### config.mk
export PLATFORM = sky130hd
export DESIGN_NAME = keypad_scanner
export DESIGN_NICKNAME = d
export VERILOG_FILES = /design/src/rtl/keypad_scanner.sv
export SDC_FILE = /design/constraint.sdc
export NUM_CORES = 1
export LEC_CHECK = 0
export CORE_MARGIN = 2
export CORE_UTILIZATION = 40
export CTS_BUF_LIST = sky130_fd_sc_hd__clkbuf_4 sky130_fd_sc_hd__clkbuf_8
export CTS_CLUSTER_DIAMETER = 100
export DETAILED_ROUTE_END_ITERATION = 10
export HOLD_SLACK_MARGIN = 0.02
export PLACE_DENSITY = 0.61
export SLEW_MARGIN = 30
export SYNTH_ARGS = -nofsm -noshare
export SYNTH_HDL_FRONTEND = slang
export SYNTH_SLANG_ARGS = --single-unit
### constraint.sdc
create_clock -name clk -period 2.6 [get_ports clk]
set_input_delay 0.52 -clock clk [delete_from_list [all_inputs] [get_ports clk]]
set_output_delay 0.52 -clock clk [all_outputs]
set_load 0.1 [all_outputs]
### src/rtl/keypad_scanner.sv
// Row-scanning front end for a 4x4 active-low matrix keypad: drives one row at a
// time, synchronizes the columns, and latches a single pressed key as a hex code.
module keypad_scanner #(
   parameter int SETTLE_CYCLES = 3000
) (
   input  logic       clk,
   input  logic       rst_n,
   input  logic [3:0] col_in,
   input  logic       scan_stop,
   output logic [3:0] row,
   output logic [3:0] key_code,
   output logic [3:0] col,
   output logic       key_detected
);

   localparam int CNT_W = (SETTLE_CYCLES > 2) ? $clog2(SETTLE_CYCLES) : 1;
   localparam logic [CNT_W-1:0] CNT_LAST = CNT_W'(SETTLE_CYCLES - 1);

   typedef enum logic [0:0] {
      ST_SCAN = 1'b0,
      ST_LOCK = 1'b1
   } state_t;

   state_t           state_q, state_d;
   logic [3:0]       col_meta_q;
   logic [3:0]       col_s_q;
   logic [1:0]       r_q, r_d;
   logic [CNT_W-1:0] settle_cnt_q, settle_cnt_d;
   logic [3:0]       row_q, row_d;
   logic [3:0]       key_code_q, key_code_d;
   logic [3:0]       col_q, col_d;
   logic             key_det_q, key_det_d;
   logic [2:0]       col_dec_s;

   // Decode a one-cold column pattern into {valid, index}; anything else is no key
   function automatic logic [2:0] decode_col(input logic [3:0] c);
      logic [2:0] res;
      case (c)
         4'b1110: res = 3'b100;
         4'b1101: res = 3'b101;
         4'b1011: res = 3'b110;
         4'b0111: res = 3'b111;
         default: res = 3'b000;
      endcase
      return res;
   endfunction

   function automatic logic [3:0] key_map(input logic [1:0] r, input logic [1:0] c);
      logic [3:0] code;
      case ({r, c})
         4'b0000: code = 4'h1;
         4'b0001: code = 4'h2;
         4'b0010: code = 4'h3;
         4'b0011: code = 4'hA;
         4'b0100: code = 4'h4;
         4'b0101: code = 4'h5;
         4'b0110: code = 4'h6;
         4'b0111: code = 4'hB;
         4'b1000: code = 4'h7;
         4'b1001: code = 4'h8;
         4'b1010: code = 4'h9;
         4'b1011: code = 4'hC;
         4'b1100: code = 4'hE;
         4'b1101: code = 4'h0;
         4'b1110: code = 4'hF;
         4'b1111: code = 4'hD;
         default: code = 4'h0;
      endcase
      return code;
   endfunction

   function automatic logic [3:0] row_drive(input logic [1:0] r);
      logic [3:0] drv;
      case (r)
         2'd0:    drv = 4'b1110;
         2'd1:    drv = 4'b1101;
         2'd2:    drv = 4'b1011;
         2'd3:    drv = 4'b0111;
         default: drv = 4'b1110;
      endcase
      return drv;
   endfunction

   assign col_dec_s = decode_col(col_s_q);

   // Two-flop synchronizer for the asynchronous column pins
   always_ff @(posedge clk or negedge rst_n) begin
      if (!rst_n) begin
         col_meta_q <= 4'b1111;
         col_s_q    <= 4'b1111;
      end else begin
         col_meta_q <= col_in;
         col_s_q    <= col_meta_q;
      end
   end

   // State and output registers
   always_ff @(posedge clk or negedge rst_n) begin
      if (!rst_n) begin
         state_q      <= ST_SCAN;
         r_q          <= 2'd0;
         settle_cnt_q <= '0;
         row_q        <= 4'b1110;
         key_code_q   <= 4'h0;
         col_q        <= 4'b1111;
         key_det_q    <= 1'b0;
      end else begin
         state_q      <= state_d;
         r_q          <= r_d;
         settle_cnt_q <= settle_cnt_d;
         row_q        <= row_d;
         key_code_q   <= key_code_d;
         col_q        <= col_d;
         key_det_q    <= key_det_d;
      end
   end

   // Next-state logic: scan rows, latch a single key, hold it until released
   always_comb begin
      state_d      = state_q;
      r_d          = r_q;
      settle_cnt_d = settle_cnt_q;
      key_code_d   = key_code_q;
      col_d        = col_q;
      key_det_d    = key_det_q;

      case (state_q)
         ST_SCAN: begin
            if (scan_stop) begin
               settle_cnt_d = settle_cnt_q;
               r_d          = r_q;
            end else if (settle_cnt_q == CNT_LAST) begin
               if (col_dec_s[2]) begin
                  key_code_d = key_map(r_q, col_dec_s[1:0]);
                  col_d      = col_s_q;
                  key_det_d  = 1'b1;
                  state_d    = ST_LOCK;
               end else begin
                  r_d          = r_q + 2'd1;
                  settle_cnt_d = '0;
               end
            end else begin
               settle_cnt_d = settle_cnt_q + CNT_W'(1);
            end
         end
         ST_LOCK: begin
            // Track only the latched column; other keys are ignored while locked
            key_det_d = ~|(~col_q & col_s_q);
            if ((col_s_q == 4'b1111) && !scan_stop) begin
               state_d      = ST_SCAN;
               r_d          = r_q + 2'd1;
               settle_cnt_d = '0;
               key_det_d    = 1'b0;
               col_d        = 4'b1111;
            end else begin
               state_d = ST_LOCK;
            end
         end
         default: begin
            state_d      = ST_SCAN;
            r_d          = 2'd0;
            settle_cnt_d = '0;
            col_d        = 4'b1111;
            key_det_d    = 1'b0;
         end
      endcase

      row_d = row_drive(r_d);
   end

   assign row          = row_q;
   assign key_code     = key_code_q;
   assign col          = col_q;
   assign key_detected = key_det_q;

endmodule
==> impl_results.md <==
- Status: finished clean
- Worst EP required: 2.77 ns
- Via/cell ratio: 5.102
- Bufs and invs on worst path: 1
- Clock sinks: 36
- Hold Vio Cnt, Final: 0
- Total routed wirelength: 3.708 mm
- Number of H-tree levels: 2
- Worst stage delay on the critical path: 0.61 ns
- Fin crit period: 2.255 ns
- CTS tree: built
- P&R area growth vs syn: 16.48%
- Root Buffer: clkbuf_8
- Critical Path Slowest Stage Cell: dfstp_2
- Post-detail-place hpwl: 2.729 mm
- I/O pins: 20
- Post-CTS Setup Bufs: 0
- Syn_area_per_cell: 11.24 um^2
- CP Cell Sequence: nand2_1 > nor2_1 > inv_1 > ha_1 > mux4_2 > mux2_2
- Ys Warns: 0
- Row count: 25
- Xor-xnor portion of the synthesized cell area: 6.107%
- Synth Flop Type: dfrtp_1
- Post-Syn Area: 0.001967 mm^2
- Most common cell after layout, fill and taps aside: nor2_1
- Crit path kind: flop to flop
- Unrepaired setup endpoints after global routing: false
- Initial drt markers: 49
- Vias: 1357
- Clock Skew: 0.002801 ns
- CTS Buf Count: 5
- Post-CTS sizing: 0
- Minimum hold slack: 0.3569 ns
- Die height: 74.12 um
- Worst skew pair latency: 0.28 ns
- Post-route ant nets: 0
- Final routed DRC violation total: 0
- Async SR Flop Fraction: 100.0%
- Final Slew Violations: 0
- Clock Pin Slew Worst Setup and Hold Paths: 0.07 ns
- Worst-path maximum fanout: 7
- Register share of total power: 49.0%
- Inserted Diodes: 0
- Worst slew pin tran: 0.6187 ns
- Number of synthesized flops with an enable pin: 0
- Post-synthesis simple-gate area fraction: 18.64%
- Register bit total from synthesis: 36
- Delay-heaviest family, CP: multiplexers
- Design internal power: 997.2 uW
- Net Sw Frac: 28.37%
- Share of the yosys chip area belonging to registers: 46.76%
- Die width: 74.12 um
- Die area: 0.005494 mm^2
- Critical path arrival: 2.43 ns
- Mux share of post-synthesis cell area: 6.552%
- Post-Syn Instances: 175
- Max clock buf depth: 2
- Overall global routing resource usage: 15.11%
- Syn_nets: 188
- Layout cells sized above 1: 33.17%
- Total gr overflow: 0
- Max-slew headroom: 58.62%
- Worst min path class: flop to flop
- Final nets: 211
- Fin Setup TNS: 0 ns
- Gp weighted congestion: 0.7982
- WL per Instance: 13.94 um
- Drt pass-1 iters: 4
- Synth Area in Adders: 3.817%
- Vias in the first global route: 1326
- First-pass GRT wire length: 6.299 mm
- P_sw: 395.0 uW
- Critical Path Sink Type: flop
- Compound-Gate Fraction of Synth Area: 13.04%
- Synth cell types: 50
- Largest family of logic cells by synthesized area: simple AND/OR/NAND/NOR gates
- Largest net degree at the start of global routing: 37
- Max Cap Viol: 0
- Final period util: 86.73%
- Clock power share: 34.9%
- Core area: 0.004723 mm^2
- Most frequent cells in the layout: nor2_1, dfrtp_1, buf_4, dfstp_2, nand2_1
- Initial antenna violation count: 0
- Final Setup Violations: 0
- Starting density of the core: 41.64%
- Logic pwr share: 16.1%
- Leak: 0.9973 nW
- CP Launch Type: flop
- # port buffers: 19
- Peak supply drop: 362.3 uV
- Power per cell area: 607.7 mW/mm^2
- Fmax: 0.4434 GHz
- Hold_buf cts: 0
path summary, 6_finish.rpt:
path                                          from                          end  slack [ns]  depth (start not counted)
min                        col_meta_q[1]$_DFF_PN1_         col_s_q[1]$_DFF_PN1_        0.36                          0
max                           col_s_q[0]$_DFF_PN1_      key_code[1]$_DFFE_PN0P_        0.34                          6
min in group asynchronous                    rst_n  settle_cnt_q[8]$_DFFE_PN0P_        0.65                          2
max in group asynchronous                    rst_n         col_s_q[0]$_DFF_PN1_        1.61                          2
min reg2reg                col_meta_q[1]$_DFF_PN1_         col_s_q[1]$_DFF_PN1_        0.36                          0
max reg2reg                   col_s_q[0]$_DFF_PN1_      key_code[1]$_DFFE_PN0P_        0.34                          6
flip-flops by register name, summed over array words and instances (netlist names):
| register | cells |
|---|---|
| col | 4 |
| col_s_q | 4 |
| key_detected | 1 |
| key_code | 4 |
| row | 4 |
| r_q | 2 |
| settle_cnt_q | 12 |
| state_q | 1 |
| col_meta_q | 4 |
worst register-to-register path, stage by stage (launching register included):
cell     delay, ns
dfstp_2       0.61
nand2_1       0.13
nor2_1        0.34
inv_1         0.15
ha_1          0.20
mux4_2        0.45
mux2_2        0.27
kinds of logic after synthesis:
kind of cell	after synthesis
flip-flops	36
adder cells (fa/ha/maj)	6
multiplexers	11
XOR/XNOR	12
buffers and inverters	17
AND/OR/NAND/NOR	65
AO/OA/AOI/OAI	28
final cells by class:
| cell class | count | area (um^2) |
|---|---|---|
| inverters | 9 | 33.78 |
| fillers | 439 | 2432 |
| multi-input cells | 122 | 947.2 |
| flip-flops and latches | 36 | 919.6 |
| clock buffers | 5 | 68.82 |
| clock inverters | 3 | 42.54 |
| repair buffers | 24 | 195.2 |
| well taps | 67 | 83.83 |
through the flow:
step	utilization [%]	std cells	worst slack [ns]	power, mW	cell area [um^2]
6_report	48.50	266	0.3449	1.392	2291
3_5_place_dp	46.15	258	0.2501	0.9191	2180
2_1_floorplan	-	175	0.4750	0.8590	1967
3_3_place_gp	46.15	258	0.3637	0.9095	2180
5_1_grt	48.50	266	0.2292	1.461	2291
4_1_cts	48.50	266	0.3192	1.409	2291
power groups by stage:
stage	clock (mW)	combinational [mW]	sequential, mW
final	0.485	0.225	0.682
after global routing	0.524	0.246	0.692
after CTS	0.499	0.227	0.683
after detailed placement	0	0.227	0.692
after global placement	0	0.219	0.690
after floorplan	0	0.143	0.716
cells in the mapped netlist (2+ instances only):
library cell,instances,share of area [%]
nor3_1,6,1.5
dfstp_2,15,20
xor2_1,9,4.0
a22o_1,2,0.89
xnor2_2,2,1.7
o22ai_1,2,0.64
a21oi_1,3,0.76
inv_1,9,1.7
dfrtp_1,21,27
a211oi_1,4,1.5
and3_1,2,0.64
ha_1,6,3.8
mux2_2,5,2.9
nor2_1,22,4.2
nand2_1,12,2.3
mux2i_1,5,2.5
nand3_1,4,1.0
o21ai_0,4,1.0
nand4b_1,2,0.89
or2_2,3,0.95
buf_2,2,0.51
nand4_1,2,0.64
and2b_2,2,0.89
buf_6,4,2.3
a2111oi_4,2,2.8
routing by layer:
metal,vias up,part of all wire (%),wire [um],GRT usage [%]
li1,664,-,-,-
met1,671,45,1665,19.04
met2,18,51,1882,25.00
met3,4,3.2,119,4.201
met4,0,1.1,41,5.253
met5,-,0,0,0
(Power assumes the default switching activity.)
